<file path="src/rtl/dsp_addsub_pipe.sv">
// Pipelined add/sub/compare unit: WIDTH-bit carry chain split into CHUNK-bit
// slices, one register stage per slice, valid/ready handshake with full-pipe stall.
module dsp_addsub_pipe #(
  parameter int WIDTH = 32,
  parameter int CHUNK = 16,
  parameter int TAG_W = 5
) (
  input  logic             clk,
  input  logic             rst,
  input  logic             in_valid,
  output logic             in_ready,
  input  logic [1:0]       in_op,
  input  logic [WIDTH-1:0] in_a,
  input  logic [WIDTH-1:0] in_b,
  input  logic [TAG_W-1:0] in_tag,
  output logic             out_valid,
  input  logic             out_ready,
  output logic [WIDTH-1:0] out_result,
  output logic [TAG_W-1:0] out_tag,
  output logic             out_carry,
  output logic             out_ovf,
  output logic             out_zero
);

  localparam int NSTAGE = WIDTH / CHUNK;

  localparam logic [1:0] OP_ADD  = 2'b00;
  localparam logic [1:0] OP_SLT  = 2'b10;
  localparam logic [1:0] OP_SLTU = 2'b11;

  if (CHUNK < 1) begin : g_bad_chunk
    $error("dsp_addsub_pipe: CHUNK must be at least 1");
  end else if (WIDTH % CHUNK != 0) begin : g_bad_width
    $error("dsp_addsub_pipe: WIDTH must be a multiple of CHUNK");
  end

  logic stall;
  assign stall    = out_valid && !out_ready;
  assign in_ready = !stall;

  // Stage k sees the untouched operand bits from slice k upward and the
  // finished sum bits below slice k; each stage resolves exactly one slice.
  for (genvar k = 0; k < NSTAGE; k++) begin : stg
    localparam int LO = k * CHUNK;
    localparam int HI = LO + CHUNK - 1;

    logic             v_i;
    logic [TAG_W-1:0] tag_i;
    logic [1:0]       op_i;
    logic             c_i;
    logic [WIDTH-1:LO] a_i;
    logic [WIDTH-1:LO] bx_i;
    logic [CHUNK:0]   sl;
    logic [HI:0]      sum_o;

    assign sl = {1'b0, a_i[HI:LO]} + {1'b0, bx_i[HI:LO]} + {{CHUNK{1'b0}}, c_i};

    if (k == 0) begin : g_first
      assign v_i   = in_valid;
      assign tag_i = in_tag;
      assign op_i  = in_op;
      assign c_i   = (in_op != OP_ADD);
      assign a_i   = in_a;
      assign bx_i  = (in_op == OP_ADD) ? in_b : ~in_b;
      assign sum_o = sl[CHUNK-1:0];
    end else begin : g_next
      assign v_i   = stg[k-1].g_reg.q_v;
      assign tag_i = stg[k-1].g_reg.q_tag;
      assign op_i  = stg[k-1].g_reg.q_op;
      assign c_i   = stg[k-1].g_reg.q_c;
      assign a_i   = stg[k-1].g_reg.q_a;
      assign bx_i  = stg[k-1].g_reg.q_bx;
      assign sum_o = {sl[CHUNK-1:0], stg[k-1].g_reg.q_sum};
    end

    if (k < NSTAGE - 1) begin : g_reg
      logic                q_v;
      logic [TAG_W-1:0]    q_tag;
      logic [1:0]          q_op;
      logic                q_c;
      logic [WIDTH-1:HI+1] q_a;
      logic [WIDTH-1:HI+1] q_bx;
      logic [HI:0]         q_sum;

      always_ff @(posedge clk) begin
        if (rst) begin
          q_v   <= 1'b0;
          q_tag <= '0;
          q_op  <= '0;
          q_c   <= 1'b0;
          q_a   <= '0;
          q_bx  <= '0;
          q_sum <= '0;
        end else if (!stall) begin
          q_v   <= v_i;
          q_tag <= tag_i;
          q_op  <= op_i;
          q_c   <= sl[CHUNK];
          q_a   <= a_i[WIDTH-1:HI+1];
          q_bx  <= bx_i[WIDTH-1:HI+1];
          q_sum <= sum_o;
        end
      end
    end else begin : g_out
      logic             carry_w;
      logic             ovf_w;
      logic             zero_w;
      logic [WIDTH-1:0] res_w;

      always_comb begin
        carry_w = sl[CHUNK];
        ovf_w   = (a_i[WIDTH-1] == bx_i[WIDTH-1]) && (sum_o[WIDTH-1] != a_i[WIDTH-1]);
        zero_w  = (sum_o == '0);
        res_w   = sum_o;
        if (op_i == OP_SLT) begin
          res_w = {{(WIDTH-1){1'b0}}, sum_o[WIDTH-1] ^ ovf_w};
        end else if (op_i == OP_SLTU) begin
          res_w = {{(WIDTH-1){1'b0}}, ~carry_w};
        end
      end

      // Data registers only load on a valid op so bubbles leave the last result visible.
      always_ff @(posedge clk) begin
        if (rst) begin
          out_valid  <= 1'b0;
          out_result <= '0;
          out_tag    <= '0;
          out_carry  <= 1'b0;
          out_ovf    <= 1'b0;
          out_zero   <= 1'b0;
        end else if (!stall) begin
          out_valid <= v_i;
          if (v_i) begin
            out_result <= res_w;
            out_tag    <= tag_i;
            out_carry  <= carry_w;
            out_ovf    <= ovf_w;
            out_zero   <= zero_w;
          end
        end
      end
    end
  end

endmodule

</file>
<file path="config.mk">
export PLATFORM = sky130hd
export DESIGN_NAME = dsp_addsub_pipe
export DESIGN_NICKNAME = d
export VERILOG_FILES = /design/src/rtl/dsp_addsub_pipe.sv
export SDC_FILE = /design/constraint.sdc
export NUM_CORES = 1
export LEC_CHECK = 0
export CAP_MARGIN = 20
export CORE_UTILIZATION = 51
export DETAILED_ROUTE_END_ITERATION = 12
export GPL_ROUTABILITY_DRIVEN = 1
export GPL_TIMING_DRIVEN = 0
export PLACE_DENSITY = 0.78
export SYNTH_ARGS = -nofsm -noshare
export SYNTH_HDL_FRONTEND = slang
export SYNTH_SLANG_ARGS = --single-unit
</file>
<file path="constraint.sdc">
create_clock -name clk -period 4.8 [get_ports clk]
set_clock_uncertainty 0.15 [all_clocks]
set_input_delay 0.72 -clock clk [delete_from_list [all_inputs] [get_ports clk]]
set_output_delay 0.72 -clock clk [all_outputs]
set_load 0.05 [all_outputs]
</file>
==> impl_metrics.py <==
metrics = {
    "outcome": {
        "status": "complete, no violations",
    },
    "synthesis": {
        "yosysSeqAreaShare_pct": 37.2,
        "synth_top_area_cell": "dfxtp_1",
        "ys_top_cells_by_count": "nand2_1, a21oi_1, dfxtp_1",
        "ys_ff_latch": 98,
        "postSynthNetCount": 773,
        "synth_area_per_cell_um2": 7.94,
        "netlist_area_um2": 5280,
        "ys_warn_count": 0,
        "synth-edff-count": 0,
        "synth_cells": 665,
        "netlist.area_leader.share_pct": 37.2,
        "synthMostInstantiatedCell": "nand2_1",
        "yosys_most_used_dff": "dfxtp_1",
        "synth.distinct_cells": 57,
        "synth.area.top_cells": "dfxtp_1, nand2_1, a21oi_1",
        "ys_async_sr_fraction_pct": 0,
    },
    "setup_path": {
        "reg2regPathDepth": 11,
        "crit_buf_inv": 3,
        "critical_path_class": "primary input to flip-flop",
        "endpoint_kind": "flip-flop",
        "critical_path_required_ps": 4880,
        "slowest_delay_ps": 550,
        "crit_family": "compound AO/OA/AOI/OAI gates",
        "path_depth": 13,
        "cp_slowest_cell": "buf_1",
        "rr_endpoint": "out_zero",
        "crit_end": "stg[0].g_reg.q_c",
        "worstSetupStartpointType": "primary input",
        "reg2reg_setup_slack_ps": 950,
        "path_cells": "clkdlybuf4s50_1 -> nor2_1 -> clkbuf_2 -> buf_1 -> xnor2_1 -> ha_1 -> o21ai_0 -> a21oi_1 -> o2111ai_1 -> a31o_2 -> o21ai_1 -> a2111oi_0 -> nor4_1",
        "timing.rr.start": "stg[0].g_reg.q_c",
        "arrival_ps": 4500,
        "startpoint": "in_op[1]",
        "worst-path-max-fanout": 10,
    },
    "layout": {
        "utilization_pct": 68.7,
        "drive_gt1_share_pct": 4.02,
        "areaGrowthSynthToFinish_pct": 29.0,
        "nNetsFinal": 899,
        "fill_cells": 839,
        "finalNonFillerCells": 929,
        "antenna_cells": 0,
        "final_area_um2": 6810,
    },
    "global_routing": {
        "grt-ovfl-total": 0,
        "grt_max_degree": 18,
        "grt_pass1_vias": 4928,
        "grt_usage_pct": 26.8,
        "grt_pass1_wl_um": 23300,
        "antenna_found_initial": 0,
    },
    "placed_design": {
        "placed_cells": 913,
        "place_congestion": 0.937,
        "io_buffers": 115,
        "hpwl_um": 11100,
        "dpl-instance-area_um2": 6600,
    },
    "clocking": {
        "htree_levels": 3,
        "cts_buffers": 9,
        "ctsHoldBuffers": 0,
        "clk_latency_ps": 370,
        "cts_tree": "done",
        "path_clk_slew_ps": 110,
        "cts_setup_buffers": 0,
        "clock_sinks": 98,
        "cts_resized": 0,
        "clk_path_buf_depth": 2,
        "root_buffer": "clkbuf_8",
    },
    "worst_hold_path": {
        "hold_path.class": "flip-flop to flip-flop",
    },
    "route": {
        "vias": 5172,
        "drc": 0,
        "drt-vias-per-instance": 5.57,
        "drtIter0Drc": 314,
        "drt_first_pass_iters": 5,
        "antenna_left": 0,
        "wl_per_cell_um": 15.5,
        "routed_wl_um": 14400,
    },
    "power_and_ir_drop": {
        "swShare_pct": 33.2,
        "comb_power_share_pct": 29.0,
        "p_sw_w": 0.000698,
        "p_clk_share_pct": 26.9,
        "irDropWorstVdd_mv": 0.138,
        "power.internal_w": 0.00141,
        "p_seq_share_pct": 44.1,
        "p_leak_nw": 2.62,
        "power_density_nw_per_um2": 309,
    },
    "flow_run": {
        "drv_cap": 0,
    },
    "timing": {
        "timing.final.crit_share_pct": 92.1,
        "period_needed_ps": 4420,
        "tightest_slew_ps": 717,
        "fmax_mhz": 226,
        "setup_violations": 0,
        "report.final.hold_viol_count": 0,
        "rsz0062_at_grt": "no",
        "maxSlewHeadroom_pct": 52.2,
        "final_max_slew_viol_count": 0,
    },
    "die": {
        "die_area_um2": 10800,
        "io_pins": 117,
        "dieWidth_um": 104,
        "num_rows": 36,
        "core_region_area_um2": 9910,
        "die_h_um": 104,
        "initial_core_util_pct": 53.3,
    },
}
==> through the flow <==
step           setup WS [ps]  hold WS [ps]  power, W  TNS, ps
2_1_floorplan            880           282   0.00134        0
3_3_place_gp            -126           287   0.00152     -344
3_5_place_dp            -271           297   0.00154     -908
4_1_cts                  103           301   0.00210        0
5_1_grt                 4.13           325   0.00221        0
6_report                 381           296   0.00210        0
==> power groups by stage <==
| stage | clock network, W | logic (W) | registers [W] |
|---|---|---|---|
| 2_1_floorplan | 0 | 0.000355 | 0.000986 |
| 3_3_place_gp | 0 | 0.000579 | 0.000941 |
| 3_5_place_dp | 0 | 0.000597 | 0.000944 |
| 4_1_cts | 0.000568 | 0.000602 | 0.000926 |
| 5_1_grt | 0.000607 | 0.000664 | 0.000934 |
| 6_report | 0.000566 | 0.000609 | 0.000928 |
==> cell families (layout without fill, tap and decap cells) <==
| logic type | after synthesis | in the layout | synth area share (%) |
|---|---|---|---|
| AO/OA/AOI/OAI | 174 | 174 | 19.9 |
| XOR/XNOR | 49 | 49 | 8.13 |
| adder cells (fa/ha/maj) | 33 | 33 | 8.25 |
| buffers and inverters | 52 | 183 | 4.08 |
| flip-flops | 98 | 98 | 37.2 |
| AND/OR/NAND/NOR | 259 | 259 | 22.4 |
==> worst min path at each step <==
stage	slack [ps]	start	cells after the start	endpoint
finish	300	stg[0].g_reg.q_tag[0]	2	out_tag[0]
global route	330	stg[0].g_reg.q_tag[0]	2	out_tag[0]
CTS	300	stg[0].g_reg.q_tag[0]	2	out_tag[0]
detailed placement	300	stg[0].g_reg.q_tag[4]	2	stg[0].g_reg.q_tag[4]
global placement	290	stg[0].g_reg.q_tag[2]	2	out_tag[2]
floorplan	280	stg[0].g_reg.q_tag[0]	2	stg[0].g_reg.q_tag[0]
==> layout make-up <==
class	instances	area, um^2	area share (%)
multi-input combinational	515	3100	45.6
buffer	38	164	2.41
sequential	98	1960	28.8
tap	133	166	2.44
timing repair buffer	115	1150	16.9
inverter	14	52.6	0.772
clock inverter	6	72.6	1.07
clock buffer	10	138	2.02
==> layout by cell type (no fill, tap or decap), types with 6 or more instances in the layout <==
cell / count
nand2_1: 136
clkbuf_1: 30
a22oi_1: 13
nand3b_1: 16
inv_1: 12
nand3_1: 11
clkdlybuf4s50_1: 115
xnor2_1: 42
nor3_1: 10
a21oi_1: 98
o21ai_0: 13
dfxtp_1: 98
nor2_1: 51
o21a_1: 7
clkbuf_8: 10
a21o_1: 7
nor4_1: 6
xor2_1: 7
ha_1: 30
==> registers in the layout, indices dropped and copies added (netlist names) <==
signal and flops:
out_ovf 1, stg.g_reg.q_v 1, stg.g_reg.q_a 16, stg.g_reg.q_bx 16
stg.g_reg.q_tag 5, out_zero 1, out_carry 1, stg.g_reg.q_sum 16
out_tag 5, stg.g_reg.q_op 2, out_valid 1, out_result 32
stg.g_reg.q_c 1
==> metal layers <==
metal	routed length [um]	share of wire (%)	GRT usage, %
met3	989	6.9	4.66
met4	229	1.6	7.86
met2	6790	47	46.4
met1	6360	44	34.2
met5	0	0	0
==> worst register-to-register path, stage by stage (launching register included) <==
cell and delay [ps]:
dfxtp_1 380, fa_1 230, inv_1 70, fa_1 550
or4b_1 460, nor3_2 150, nand4_1 160, or3_1 360
a2111oi_2 280, nor4b_2 310, or4b_1 480, o31ai_2 170
Note: power is estimated with default switching activity, not from simulation.
==> RTL edit 1: new RTL, config.mk and constraints unchanged <==
Make the reset (`rst`) asynchronous in 2 clocked blocks.
--- a/src/rtl/dsp_addsub_pipe.sv
+++ b/src/rtl/dsp_addsub_pipe.sv
@@ -83,5 +83,5 @@
       logic [HI:0]         q_sum;
 
-      always_ff @(posedge clk) begin
+      always_ff @(posedge clk or posedge rst) begin
         if (rst) begin
           q_v   <= 1'b0;
@@ -121,5 +121,5 @@
 
       // Data registers only load on a valid op so bubbles leave the last result visible.
-      always_ff @(posedge clk) begin
+      always_ff @(posedge clk or posedge rst) begin
         if (rst) begin
           out_valid  <= 1'b0;
Formal check against the unedited RTL: differs if rst is asserted again (counterexample within 4 cycles, from zero or initial values and one cycle with rst high); with rst held inactive, the same outputs for 10 cycles.
==> RTL edit 1 against the unedited design <==
Worst setup slack lost 6.9 ps; count of clock-buffer cells in the layout is 1 higher; wire length shrank 1.3%; final area is 5.7% higher; sequential cell count unchanged; synthesized area is 6.1% higher; critical path type unchanged.
Power is not compared: it rests on default switching activity, and its combinational part moved more than twofold at a synthesized area within 25%.
==> RTL edit 1: results (changes against the unedited design) <==
Run status
  • Outcome: finished clean

STA
  • Least-Margin Pin Slew: 745 ps (+28.3 ps)
  • Fin crit share: 92.2% (+0.14 points)
  • Final hold slack: 328 ps (+31.9 ps)

Logic synthesis
  • Top_reg_cell synth: dfrtp_1
  • Sequential share of the synthesized area: 43.8% (+6.6 points)
  • Post-Synthesis Net Count: 715 (-7.5%)
  • Syn avg cell area: 9.23 µm² (+16%)
  • Post-Synth XOR/XNOR Area: 7.51% (-0.62 points)
  • Synth Area in Compound Gates: 16.5% (-3.4 points)
  • Async SR Flop Fraction: 100% (+100 points)
  • Synth top area cells: dfrtp_1 (44%), nand2_1 (7.8%), ha_1 (6.7%), xnor2_1 (4.1%), a21oi_1 (3.8%)

Placement
  • Port bufs: 116 (+0.87%)
  • GP Congestion: 0.916 (-2.3%)
  • Detailed Place HPWL: 11100 µm (-0.23%)

Global routing
  • Gr usage total: 25.7% (-1.1 points)
  • Vias in the first global route: 4602 (-6.6%)
  • Met2 Track Usage GR: 40.1% (-6.3 points)
  • Pin count of the biggest net entering global routing: 62 (+44)
  • M1 GR Usage: 37.7% (+3.5 points)
  • Grt met3 use: 3.59% (-1.1 points)

Route
  • Routed length on met2: 6410 µm (-5.5%)
  • Via count: 4877 (-5.7%)
  • WL met3: 721 µm (-27%)
  • Routed len/inst: 16.2 µm (+4.6%)

Worst setup path
  • Reg2Reg Depth: 8 (-3)
  • Worst R2R Start: stg[0].g_reg.q_c$_DFFE_PP0N_
  • Worst reg2reg setup slack: 1900 ps (+950 ps)
  • Crit path to: stg[0].g_reg.q_sum[14]$_DFFE_PP0N_
  • Crit path DAT: 4520 ps (+20 ps)

Final layout
  • Layout cells sized above 1: 5.14% (+1.1 points)
  • Area of the multi-input gates: 2970 µm² (-4.2%)
  • Nets@finish: 843 (-6.2%)

Hold path
  • Hold Crit Endpoint: stg[0].g_reg.q_tag[2]$_DFFE_PP0N_
  • Worst Hold Launch: stg[0].g_reg.q_tag[2]$_DFFE_PP0N_
## RTL edit 1: cell type report
cell class                 count  share of cell area, %
buffer                        27                   1.79
clock buffer                  11                   2.10
clock inverter                 5                   1.18
inverter                      13                  0.713
multi-input combinational    469                   41.3
sequential                    98                   34.1
tap                          136                   2.36
timing repair buffer         117                   16.5
## RTL edit 1: power by group through the flow
stage	Combinational (mW)	Sequential (mW)	Clock, mW
2_1_floorplan	0.695	1.63	0
3_3_place_gp	1.65	1.21	0
3_5_place_dp	1.68	1.22	0
4_1_cts	1.68	1.20	0.622
5_1_grt	1.81	1.23	0.664
6_report	1.69	1.20	0.618
## RTL edit 1: kinds of logic (layout without fill, tap and decap cells)
| logic type | count (synthesis) | in the layout |
|---|---|---|
| fa+ha+maj | 33 | 33 |
| simple gates | 237 | 237 |
| xor+xnor | 48 | 48 |
| flops | 98 | 98 |
| mux | 8 | 8 |
| compound gates | 143 | 143 |
| buf+inv | 40 | 173 |
==> RTL edit 2: new RTL, same flow settings <==
Without the edit above. Set the parameter `WIDTH` to 64 (it was 32).
--- a/src/rtl/dsp_addsub_pipe.sv
+++ b/src/rtl/dsp_addsub_pipe.sv
@@ -2,5 +2,5 @@
 // slices, one register stage per slice, valid/ready handshake with full-pipe stall.
 module dsp_addsub_pipe #(
-  parameter int WIDTH = 32,
+  parameter int WIDTH = 64,
   parameter int CHUNK = 16,
   parameter int TAG_W = 5
Ports: changed (resized in_a, in_b and out_result); port bits go from 117 to 213. The function was not compared with the original's and may differ.
==> RTL edit 2 against the unedited design <==
Final area grew to 3.1 times the old value; power grew to 3.6 times the old value; via count rose to 3.1 times the old value; sequential cell count grew 290; worst hold slack better by 1.4 ps; fmax shrank 7.9%; synthesized area increased to 3.2 times the old value; wire length increased to 3.5 times the old value; worst setup slack got worse by 380 ps; largest power group unchanged.
==> RTL edit 2: results (changes against the unedited design) <==
Run status
  • Outcome: finished clean

Logic synthesis
  • Most instantiated cells after synthesis: nand2_1 (675), a21oi_1 (395), dfxtp_1 (388)
  • Top_reg_cell synth: dfxtp_1
  • Synth cell types: 59 (+3.5%)
  • Sequential share of the synthesized area: 45.6% (+8.5 points)
  • Async SR Flop Fraction: 0% (unchanged)
  • Post-Synthesis Net Count: 2373 (+210%)
  • Synth top area cells: dfxtp_1 (46%), nand2_1 (15%), a21oi_1 (12%), xnor2_1 (4.5%), ha_1 (4.4%)

Final layout
  • Register area: 7770 µm² (+300%)
  • Nets@finish: 2626 (+190%)
  • Nonclk buf count: 354 (+130%)
  • Inverters: 24 (+10)
  • Clock-cell share: 6.40% (+3.3 points)
  • Layout cells sized above 1: 3.14% (-0.88 points)
  • Multi-input combinational area share: 41.0% (-4.6 points)
  • Multi-input gate count: 1612 (+210%)
  • # clk buffers: 58 (+48)
  • Fillers: 2846 (+240%)
  • Buffering overhead: 12.6% (-6.7 points)

Hold path
  • Worst Hold Depth: 2 (unchanged)
  • Worst Hold Launch: out_result[15]$_SDFFE_PP0P_
  • Hold Crit Endpoint: out_result[15]$_SDFFE_PP0P_

Placement
  • Placed cell areas: 19700 µm² (+200%)
  • Port bufs: 212 (+84%)
  • GP Congestion: 0.901 (-3.9%)
  • Detailed Place HPWL: 38700 µm (+250%)

Clock network
  • Cts repair resizes: 3 (+3)
  • Worst-Skew Late Latency: 530 ps (+160 ps)
  • Clock slew seen by the registers of the worst setup and hold paths: 60 ps (-50 ps)
  • Cts bufs inserted: 40 (+31)
  • Clock buffer depth: 3 (+1)
  • Clock Sinks: 388 (+300%)
  • Clock root buffer: clkbuf_16
  • H-Tree Depth: 2 (-1)

Worst setup path
  • Start point of the critical path: out_ready
  • Crit path DAT: 3930 ps (-570 ps)
  • Worst reg2reg setup slack: 1160 ps (+210 ps)
  • Delay-heaviest family, CP: buffers and inverters
  • Critical path fanouts, max: 10 (unchanged)
  • CP peak stage delay: 790 ps (+240 ps)
  • Crit path to: in_ready
  • Worst R2R Start: stg[2].g_reg.q_a[48]$_SDFFE_PP0N_
  • Slowest CP cell: clkdlybuf4s50_1

STA
  • Fin. max-slew vios: 0 (unchanged)
  • Final hold slack: 298 ps (+1.44 ps)
  • Max-Slew Margin vs Limit: 26.5% (-26 points)

Floorplan
  • Die X: 185 µm (+78%)

Global routing
  • Pin count of the biggest net entering global routing: 16 (-2)
  • Gr usage total: 29.5% (+2.6 points)
  • First-pass GRT wire length: 78100 µm (+230%)
  • Vias in the first global route: 14700 (+200%)

Pwr
  • Maximum vdd drop: 0.000244 V (+77%)
  • Internal power: 5.72 mW (+310%)
  • Leakage power: 8.02 nW (+210%)
  • PD cells: 363 nW/µm² (+17%)

Route
  • Final wirelength: 50800 µm (+250%)
  • Via density: 5.52 (-0.84%)
  • Initial DRC count: 1495 (+380%)
  • DRT Pass-1 Iters: 6 (+1)
-- RTL edit 2: cell count changes in the layout (fill, tap and decap cells not counted), sizes merged, moves of 33 or more --
cell,unedited run,this run
a21oi,98,395
clkbuf,41,186
clkdlybuf4s50,115,212
dfxtp,98,388
nand2,136,675
nand3b,16,49
xnor2,42,88
-- RTL edit 2: through the flow --
step,setup slack (ps),std cells,power (mW)
floorplan,561,2167,4.16
global placement,-1270,2821,4.50
detailed placement,-1060,2822,4.52
CTS,53.5,2892,7.64
global route,25.3,2891,7.90
finish,3.12,2891,7.64
-- RTL edit 2: cells by family (layout without fill, tap and decap cells) --
group,count (synthesis),after routing,share of synthesized area [%]
AO/OA/AOI/OAI,520,520,16.9
XOR/XNOR,102,102,5.25
adder cells (fa/ha/maj),67,67,5.23
buffers and inverters,167,449,3.68
flip-flops,388,388,45.6
multiplexers,4,4,0.235
AND/OR/NAND/NOR,919,919,23.0
-- RTL edit 2: power by group through the flow --
stage / Combinational (mW) / Clock (mW) / Sequential, mW
finish: 0.927 / 3.16 / 3.55
global route: 1.02 / 3.32 / 3.57
CTS: 0.917 / 3.18 / 3.54
detailed placement: 0.908 / 0 / 3.61
global placement: 0.889 / 0 / 3.61
floorplan: 0.582 / 0 / 3.57
-- RTL edit 2: worst reg2reg max path: cells and delay by family, from the launching register on --
family | cells | cell delay [ps]
AOI/OAI and AO/OA | 2 | 260
and+or+nand+nor | 6 | 1890
DFF | 1 | 370
adders and majority gates | 2 | 820
buffers and inverters | 1 | 80
-- RTL edit 2: routing by layer --
layer	routed length (µm)	global-route usage [%]	vias up
li1	-	-	7801
met1	21600	39.6	7381
met2	23200	48.2	686
met3	4470	4.56	91
met4	1520	9.82	0
met5	0	0	-
